--- config.mk ---
export PLATFORM = sky130hd
export DESIGN_NAME = prbs_seq_ctrl_flat
export DESIGN_NICKNAME = d
export VERILOG_FILES = /design/src/rtl/prbs_seq_ctrl_if.sv /design/src/rtl/prbs_seq_ctrl.sv /design/src/flat_wrapper.sv
export SDC_FILE = /design/constraint.sdc
export NUM_CORES = 1
export LEC_CHECK = 0
export ABC_AREA = 1
export BUFFER_PORTS_ARGS = -buffer_cell sky130_fd_sc_hd__buf_2
export CORE_ASPECT_RATIO = 0.8
export CORE_MARGIN = 4
export CORE_UTILIZATION = 51
export CTS_CLUSTER_DIAMETER = 30
export DETAILED_ROUTE_END_ITERATION = 8
export PLACE_DENSITY = 0.76
export RECOVER_POWER = 50
export SLEW_MARGIN = 30
export SYNTH_ARGS = -nofsm -noshare
export SYNTH_HDL_FRONTEND = slang
export SYNTH_SLANG_ARGS = --single-unit
--- constraint.sdc ---
create_clock -name clk -period 1.6 [get_ports clk]
set_clock_uncertainty 0.05 [all_clocks]
set_input_delay 0.16 -clock clk [delete_from_list [all_inputs] [get_ports clk]]
set_output_delay 0.16 -clock clk [all_outputs]
set_load 0.05 [all_outputs]
--- src/rtl/prbs_seq_ctrl_if.sv ---
// ---------------------------------------------------------------------------
// prbs_seq_ctrl_if
//   Bundle between the ADC data-generation config registers (master) and the
//   PRBS sequencer (slave). Signal names match the sequencer's port list.
//
//   Config side (master -> slave):
//     start, abort       : sequence request / stop
//     ptrn_mask[3:0]     : bit k enables pattern k (PRBS7/10/15/31)
//     burst_len[CNT_W]   : PRBS cycles per pattern, 0 = 2^CNT_W
//     pre_len[PRE_W]     : toggle preamble cycles per pattern, 0 = none
//     inv_cfg, loop      : inversion, loop-forever
//   Generator / status side (slave -> master):
//     gen_rstb, gen_prbs_en, gen_inv, gen_ptrn_sel[1:0]
//     busy, done, data_vld, seg_cnt[7:0]
// ---------------------------------------------------------------------------
interface prbs_seq_ctrl_if #(
  parameter int CNT_W = 16,
  parameter int PRE_W = 8
);
  logic             start;
  logic             abort;
  logic [3:0]       ptrn_mask;
  logic [CNT_W-1:0] burst_len;
  logic [PRE_W-1:0] pre_len;
  logic             inv_cfg;
  logic             loop;

  logic             gen_rstb;
  logic             gen_prbs_en;
  logic             gen_inv;
  logic [1:0]       gen_ptrn_sel;
  logic             busy;
  logic             done;
  logic             data_vld;
  logic [7:0]       seg_cnt;

  modport master (
    output start, abort, ptrn_mask, burst_len, pre_len, inv_cfg, loop,
    input  gen_rstb, gen_prbs_en, gen_inv, gen_ptrn_sel,
    input  busy, done, data_vld, seg_cnt
  );

  modport slave (
    input  start, abort, ptrn_mask, burst_len, pre_len, inv_cfg, loop,
    output gen_rstb, gen_prbs_en, gen_inv, gen_ptrn_sel,
    output busy, done, data_vld, seg_cnt
  );
endinterface

--- src/rtl/prbs_seq_ctrl.sv ---
// ---------------------------------------------------------------------------
// prbs_seq_ctrl
//   Sequencer for the 1-bit PRBS pattern generator. For every enabled pattern
//   (ascending order) it runs: 1 reset cycle, pre_len toggle cycles, then
//   burst_len PRBS cycles, optionally looping until abort. data_vld marks the
//   PRBS cycles.
//
//   Ports:
//     clk    : clock
//     arstb  : asynchronous active-low reset
//     bus    : prbs_seq_ctrl_if.slave (config in, generator controls/status out)
//
//   Optional feature macro: PRBS_SEQ_STAT_EN
//     defined     -> seg_cnt counts completed PRBS segments since last start
//     not defined -> seg_cnt tied to 0, no counter built
//
//   All outputs are registered; output next-values are decoded from the
//   next state so each state's outputs are visible in the cycle it occupies.
// ---------------------------------------------------------------------------
module prbs_seq_ctrl #(
  parameter int CNT_W = 16,
  parameter int PRE_W = 8
) (
  input logic            clk,
  input logic            arstb,
  prbs_seq_ctrl_if.slave bus
);

  // One shared down-counter serves both PRE and RUN. The extra bit lets a
  // burst_len of 0 be loaded as 2^CNT_W.
  localparam int CW = ((CNT_W > PRE_W) ? CNT_W : PRE_W) + 1;

  typedef enum logic [2:0] {
    S_IDLE = 3'd0,
    S_RST  = 3'd1,
    S_PRE  = 3'd2,
    S_RUN  = 3'd3,
    S_DONE = 3'd4
  } state_e;

  // Index of the lowest set bit; caller guarantees m != 0.
  function automatic logic [1:0] lowest(input logic [3:0] m);
    logic [1:0] r;
    r = 2'd0;
    for (int i = 3; i >= 0; i--)
      if (m[i]) r = 2'(i);
    return r;
  endfunction

  // {found, idx} of the lowest set bit strictly above cur.
  function automatic logic [2:0] next_above(input logic [3:0] m, input logic [1:0] cur);
    logic [2:0] r;
    r = 3'b000;
    for (int i = 3; i >= 0; i--)
      if (m[i] && (i > int'(cur))) r = {1'b1, 2'(i)};
    return r;
  endfunction

  state_e           state_q, state_d;
  logic [CW-1:0]    cnt_q, cnt_d;
  logic [3:0]       mask_q, mask_d;
  logic [CNT_W-1:0] burst_q, burst_d;
  logic [PRE_W-1:0] pre_q, pre_d;
  logic             inv_q, inv_d;
  logic             loop_q, loop_d;
  logic [1:0]       ptr_q, ptr_d;
  logic             empty_start;

  logic             gen_rstb_q, gen_rstb_d;
  logic             prbs_en_q, prbs_en_d;
  logic             gen_inv_q, gen_inv_d;
  logic             busy_q, busy_d;
  logic             done_q, done_d;
  logic             vld_q, vld_d;

  logic [1:0]       lo_in, lo_q;
  logic [2:0]       nx_q;
  logic [CW-1:0]    blen_ld;

  assign lo_in   = lowest(bus.ptrn_mask);
  assign lo_q    = lowest(mask_q);
  assign nx_q    = next_above(mask_q, ptr_q);
  assign blen_ld = (burst_q == '0) ? (CW'(1) << CNT_W) : CW'(burst_q);

  // -------------------------------------------------------------------------
  // State register (plus latched configuration and pattern pointer)
  // -------------------------------------------------------------------------
  always_ff @(posedge clk or negedge arstb) begin
    if (!arstb) begin
      state_q <= S_IDLE;
      cnt_q   <= '0;
      mask_q  <= '0;
      burst_q <= '0;
      pre_q   <= '0;
      inv_q   <= 1'b0;
      loop_q  <= 1'b0;
      ptr_q   <= 2'd0;
    end else begin
      state_q <= state_d;
      cnt_q   <= cnt_d;
      mask_q  <= mask_d;
      burst_q <= burst_d;
      pre_q   <= pre_d;
      inv_q   <= inv_d;
      loop_q  <= loop_d;
      ptr_q   <= ptr_d;
    end
  end

  // -------------------------------------------------------------------------
  // Next-state logic
  // -------------------------------------------------------------------------
  always_comb begin
    state_d     = state_q;
    cnt_d       = cnt_q;
    mask_d      = mask_q;
    burst_d     = burst_q;
    pre_d       = pre_q;
    inv_d       = inv_q;
    loop_d      = loop_q;
    ptr_d       = ptr_q;
    empty_start = 1'b0;

    unique case (state_q)
      S_IDLE: begin
        // abort in the same cycle wins over start
        if (bus.start && !bus.abort) begin
          if (bus.ptrn_mask == 4'h0) begin
            empty_start = 1'b1;
          end else begin
            mask_d  = bus.ptrn_mask;
            burst_d = bus.burst_len;
            pre_d   = bus.pre_len;
            inv_d   = bus.inv_cfg;
            loop_d  = bus.loop;
            ptr_d   = lo_in;
            state_d = S_RST;
          end
        end
      end
      S_RST: begin
        if (pre_q == '0) begin
          state_d = S_RUN;
          cnt_d   = blen_ld;
        end else begin
          state_d = S_PRE;
          cnt_d   = CW'(pre_q);
        end
      end
      S_PRE: begin
        if (cnt_q == CW'(1)) begin
          state_d = S_RUN;
          cnt_d   = blen_ld;
        end else begin
          cnt_d = cnt_q - CW'(1);
        end
      end
      S_RUN: begin
        if (cnt_q == CW'(1)) begin
          if (nx_q[2]) begin
            ptr_d   = nx_q[1:0];
            state_d = S_RST;
          end else if (loop_q) begin
            ptr_d   = lo_q;
            state_d = S_RST;
          end else begin
            state_d = S_DONE;
          end
        end else begin
          cnt_d = cnt_q - CW'(1);
        end
      end
      S_DONE:  state_d = S_IDLE;
      default: state_d = S_IDLE;
    endcase

    // abort: straight to IDLE, pattern select keeps its current value
    if (bus.abort && (state_q != S_IDLE)) begin
      state_d = S_IDLE;
      ptr_d   = ptr_q;
    end
  end

  // -------------------------------------------------------------------------
  // Output decode (from next state, registered below)
  // -------------------------------------------------------------------------
  always_comb begin
    gen_rstb_d = (state_d == S_PRE) || (state_d == S_RUN);
    prbs_en_d  = (state_d == S_RUN);
    vld_d      = (state_d == S_RUN);
    busy_d     = (state_d == S_RST) || (state_d == S_PRE) || (state_d == S_RUN);
    gen_inv_d  = busy_d && inv_d;
    done_d     = (state_d == S_DONE) || empty_start;
  end

  always_ff @(posedge clk or negedge arstb) begin
    if (!arstb) begin
      gen_rstb_q <= 1'b0;
      prbs_en_q  <= 1'b0;
      gen_inv_q  <= 1'b0;
      busy_q     <= 1'b0;
      done_q     <= 1'b0;
      vld_q      <= 1'b0;
    end else begin
      gen_rstb_q <= gen_rstb_d;
      prbs_en_q  <= prbs_en_d;
      gen_inv_q  <= gen_inv_d;
      busy_q     <= busy_d;
      done_q     <= done_d;
      vld_q      <= vld_d;
    end
  end

  assign bus.gen_rstb     = gen_rstb_q;
  assign bus.gen_prbs_en  = prbs_en_q;
  assign bus.gen_inv      = gen_inv_q;
  assign bus.gen_ptrn_sel = ptr_q;   // ptr_q only changes on RST entry
  assign bus.busy         = busy_q;
  assign bus.done         = done_q;
  assign bus.data_vld     = vld_q;

  // -------------------------------------------------------------------------
  // Segment statistics
  // -------------------------------------------------------------------------
`ifdef PRBS_SEQ_STAT_EN
  logic [7:0] seg_q, seg_d;
  logic       seg_clr, seg_inc;

  assign seg_clr = (state_q == S_IDLE) && (state_d == S_RST);
  // last RUN cycle completes a segment unless abort cuts it off
  assign seg_inc = (state_q == S_RUN) && (cnt_q == CW'(1)) && !bus.abort;

  always_comb begin
    seg_d = seg_q;
    if (seg_clr)      seg_d = 8'd0;
    else if (seg_inc) seg_d = seg_q + 8'd1;
  end

  always_ff @(posedge clk or negedge arstb) begin
    if (!arstb) seg_q <= 8'd0;
    else        seg_q <= seg_d;
  end

  assign bus.seg_cnt = seg_q;
`else
  assign bus.seg_cnt = 8'd0;
`endif

endmodule

--- src/flat_wrapper.sv ---
// flat-port wrapper written by rule: the top's interface ports become plain ports
module prbs_seq_ctrl_flat 
#(
  parameter int CNT_W = 16,
  parameter int PRE_W = 8
)
  (clk, arstb, bus_start, bus_abort, bus_ptrn_mask, bus_burst_len, bus_pre_len, bus_inv_cfg, bus_loop, bus_gen_rstb, bus_gen_prbs_en, bus_gen_inv, bus_gen_ptrn_sel, bus_busy, bus_done, bus_data_vld, bus_seg_cnt);
  prbs_seq_ctrl_if #(.CNT_W(CNT_W), .PRE_W(PRE_W)) bus_i ();
  input logic clk;
  input logic arstb;
  input wire logic [$bits(bus_i.start)-1:0] bus_start;
  input wire logic [$bits(bus_i.abort)-1:0] bus_abort;
  input wire logic [$bits(bus_i.ptrn_mask)-1:0] bus_ptrn_mask;
  input wire logic [$bits(bus_i.burst_len)-1:0] bus_burst_len;
  input wire logic [$bits(bus_i.pre_len)-1:0] bus_pre_len;
  input wire logic [$bits(bus_i.inv_cfg)-1:0] bus_inv_cfg;
  input wire logic [$bits(bus_i.loop)-1:0] bus_loop;
  output wire logic [$bits(bus_i.gen_rstb)-1:0] bus_gen_rstb;
  output wire logic [$bits(bus_i.gen_prbs_en)-1:0] bus_gen_prbs_en;
  output wire logic [$bits(bus_i.gen_inv)-1:0] bus_gen_inv;
  output wire logic [$bits(bus_i.gen_ptrn_sel)-1:0] bus_gen_ptrn_sel;
  output wire logic [$bits(bus_i.busy)-1:0] bus_busy;
  output wire logic [$bits(bus_i.done)-1:0] bus_done;
  output wire logic [$bits(bus_i.data_vld)-1:0] bus_data_vld;
  output wire logic [$bits(bus_i.seg_cnt)-1:0] bus_seg_cnt;
  assign bus_i.start = bus_start;
  assign bus_i.abort = bus_abort;
  assign bus_i.ptrn_mask = bus_ptrn_mask;
  assign bus_i.burst_len = bus_burst_len;
  assign bus_i.pre_len = bus_pre_len;
  assign bus_i.inv_cfg = bus_inv_cfg;
  assign bus_i.loop = bus_loop;
  assign bus_gen_rstb = bus_i.gen_rstb;
  assign bus_gen_prbs_en = bus_i.gen_prbs_en;
  assign bus_gen_inv = bus_i.gen_inv;
  assign bus_gen_ptrn_sel = bus_i.gen_ptrn_sel;
  assign bus_busy = bus_i.busy;
  assign bus_done = bus_i.done;
  assign bus_data_vld = bus_i.data_vld;
  assign bus_seg_cnt = bus_i.seg_cnt;
  prbs_seq_ctrl #(.CNT_W(CNT_W), .PRE_W(PRE_W)) u_core (.clk(clk), .arstb(arstb), .bus(bus_i));
endmodule
==> run_results.csv <==
group,metric,value,unit
layout,nets,586,
global_route,grt_max_degree,58,
critical_path,ff2ff_setup_slack,-0.35,ns
global_route,track_usage,24.2,%
sta,fin_crit,1.95,ns
critical_path,r2r_end,"u_core.cnt_q[15]",
placed_design,gp_congestion,0.886,
critical_path,crit_path_end_kind,"flip-flop",
clocking,ctsLongestPathBuffers,2,
critical_path,r2r-start,"u_core.cnt_q[1]",
logic_synthesis,async_reset_ff_share,100,%
routing,drc,0,
floorplanning,die_h,79.3,um
logic_synthesis,yosysWarnings,0,
layout,multi_input_area,0.00174,sq mm
critical_path,reg2regPathDepth,14,
flow_run,maxCapViolCount,0,
floorplanning,dieArea,0.00769,sq mm
routing,viasPerCell,5.42,
critical_path,cp.arrival,2.19,ns
logic_synthesis,synth-edff-count,0,
global_route,grt_antenna_before_repair,0,
critical_path,cp-endpoint,"u_core.cnt_q[15]",
sta,final_hold_viol_count,0,
sta,worstMarginPinSlew,0.778,ns
critical_path,cp-startpoint,"u_core.cnt_q[1]",
logic_synthesis,yosysMostFrequentCell,"nand2_1",
layout,regArea,0.00143,sq mm
routing,wl,10400,um
sta,holdWs,0.0112,ns
clocking,clk_latency,0.35,ns
routing,num_vias,3447,
logic_synthesis,synth.top_cell.area_share,44.1,%
sta,slew_viol_final,0,
floorplanning,core_area,0.00604,sq mm
floorplanning,num_io_pins,50,
logic_synthesis,ys_seq_elements,57,
power,peakVddDrop,0.917,mV
logic_synthesis,netlist_top_cells_area,"dfrtp_1, nand2_1, nor2_1, nand3_1, inv_1",
power,p_leak,0.00230,uW
global_route,grt_overflow,0,
logic_synthesis,synth.distinct_cells,31,
clocking,cts_tree,"yes",
clocking,clockRootBuffer,"clkbuf_8",
floorplanning,rows,25,
floorplanning,initial_utilization,53.6,%
sta,max_freq,513,MHz
placed_design,placed_area,0.00394,sq mm
routing,dr.first_iter.drc_count,293,
sta,finalCritPeriodShare,122,%
logic_synthesis,yosys.area.top_type,"dfrtp_1",
critical_path,path_class,"flip-flop to flip-flop",
logic_synthesis,syn_area_per_cell,7.65,sq um
hold_path,hp-class,"input port to flip-flop",
global_route,grt_pass1_wl,15000,um
logic_synthesis,ys_seq_area_share,44.1,%
clocking,cts_max_level,3,
layout,fin_area,0.00461,sq mm
status,outcome,"finished, violations left",
placed_design,hpwl,5880,um
layout,final.fill_count,377,
power,p_per_area,1260,mW/mm^2
routing,drt.antenna.violating_nets,0,
routing,dr.pass1.iters,5,
sta,layout_setup_ws,-0.349,ns
critical_path,path_max_fanout,17,
layout,syn2layout_area_growth,42.4,%
routing,wl_per_cell,16.3,um
layout,layout-drive-gt1-share,34.2,%
clocking,clkTransAtPathRegs,0.07,ns
status,violations,"negative setup slack",
sta,finalSetupViolCount,27,
layout,diodes,0,
logic_synthesis,ys.flop_type,"dfrtp_1",
global_route,grt_pass1_vias,3216,
logic_synthesis,yosys-top-cells-count,"nand2_1, nor2_1, dfrtp_1",
clocking,cts_buffers,9,
clocking,cts_sinks,57,
logic_synthesis,syn_inst,423,
placed_design,portBuffers,41,
floorplanning,die_x,97.1,um
logic_synthesis,syn_area,0.00324,sq mm
critical_path,startpoint_type,"flip-flop",
sta,rsz0062_at_grt,"true",
sta,slew_headroom,48.1,%
critical_path,crit_required,1.84,ns
-- power breakdown --
part	internal [uW]	switching, uW	leakage, uW
clock network	570	665	0.0000858
registers	1830	312	0.000682
logic	1060	1380	0.00153
-- cell usage in the layout (no fill, tap or decap), types with 2 or more instances in the layout --
cell type	netlist	routed
dfrtp_1	57	56
buf_4	9	60
dlygate4sd3_1	0	18
nand3_1	35	23
conb_1	1	8
o21ai_1	5	6
a21oi_1	20	17
nand3_2	0	11
mux2_1	8	8
nand2_8	0	2
mux2_2	8	8
nor2_2	3	4
xor2_1	6	6
inv_1	44	41
nor3_1	4	4
clkinv_4	0	3
or2_0	4	4
nor2_4	3	8
clkinvlp_4	0	2
a21oi_2	0	3
clkbuf_8	0	9
nand2_4	0	4
nor4_1	2	2
nor2_1	72	66
inv_2	5	6
nand4_1	5	5
o21ai_0	15	13
nand2_2	6	9
buf_12	0	3
buf_2	4	41
buf_6	3	3
nand2_1	92	84
-- worst max-delay path, cell delays in order, from the launching register on --
cell and delay [ns]:
dfrtp_1 0.39, inv_2 0.08, ha_4 0.13, inv_2 0.04, nor2_4 0.07, nand2_2 0.07, nor2_4 0.18, buf_4 0.15
nand4_4 0.13, nand2_4 0.14, inv_8 0.08, buf_4 0.16, nand3_1 0.08, nand2_1 0.07, inv_1 0.07
-- state kept, by name, indices dropped and copies added, names as in the netlist --
name,count
u_core.mask_q,4
u_core.cnt_q,17
u_core.bus.busy,1
u_core.bus.gen_inv,1
u_core.state_q,3
u_core.inv_q,1
u_core.bus.done,1
u_core.bus.gen_ptrn_sel,2
u_core.burst_q,16
u_core.pre_q,8
u_core.bus.gen_rstb,1
u_core.bus.gen_prbs_en,1
u_core.loop_q,1
-- layout make-up --
cell class / instances / share of cell area, %
inverter: 49 / 4.21
sequential: 57 / 31.0
clock inverter: 7 / 1.19
tap: 81 / 2.20
multi-input combinational: 306 / 37.8
timing repair buffer: 127 / 20.9
clock buffer: 9 / 2.69
-- timing repair --
item,in CTS,in global routing
pin swaps,5,15
gates cloned,1,1
buffers inserted,2,5
hold buffers,18,0
endpoints found under the setup margin,26,44
gates resized for setup,21,40
endpoints found under the hold margin,74,0
-- layer usage --
metal | global-route usage (%) | share of wire (%) | wire length (um)
met2 | 39.2 | 48 | 4930
met3 | 6.76 | 9.5 | 979
met4 | 8.13 | 4.2 | 431
met1 | 31.4 | 39 | 4020
met5 | 0 | 0 | 0
-- how the worst min path moves through the flow --
stage,start,to,slack [ns],cells after the start
3_5_place_dp,arstb,u_core.bus.gen_inv,0.14,2
5_1_grt,bus_pre_len[2],u_core.pre_q[2],0.01,3
3_3_place_gp,arstb,u_core.inv_q,0.13,2
4_1_cts,bus_pre_len[2],u_core.pre_q[2],0.002,3
6_report,bus_pre_len[2],u_core.pre_q[2],0.01,3
2_1_floorplan,arstb,u_core.burst_q[0],-0.19,0
-- kinds of logic after synthesis --
family	share of synthesized area, %
and+or+nand+nor	30.8
muxes	5.57
xor gates and xnor gates	1.62
buffers and inverters	9.78
AOI/OAI and AO/OA	7.31
DFF	44.1
adders and majority gates	0.773
other	0.116
-- stage by stage --
step           total power, uW  util (%)  cells  TNS (ns)  worst slack (ns)
6_report                  5810      76.3    636     -7.15            -0.349
5_1_grt                   6150      76.3    636     -9.09            -0.412
4_1_cts                   5550      72.8    630     -2.63            -0.169
3_5_place_dp              4220      65.2    593     -4.15            -0.301
3_3_place_gp              4140      65.2    593     -2.43            -0.204
2_1_floorplan             3330         -    430    -0.282           -0.0694
(Power assumes the default switching activity.)
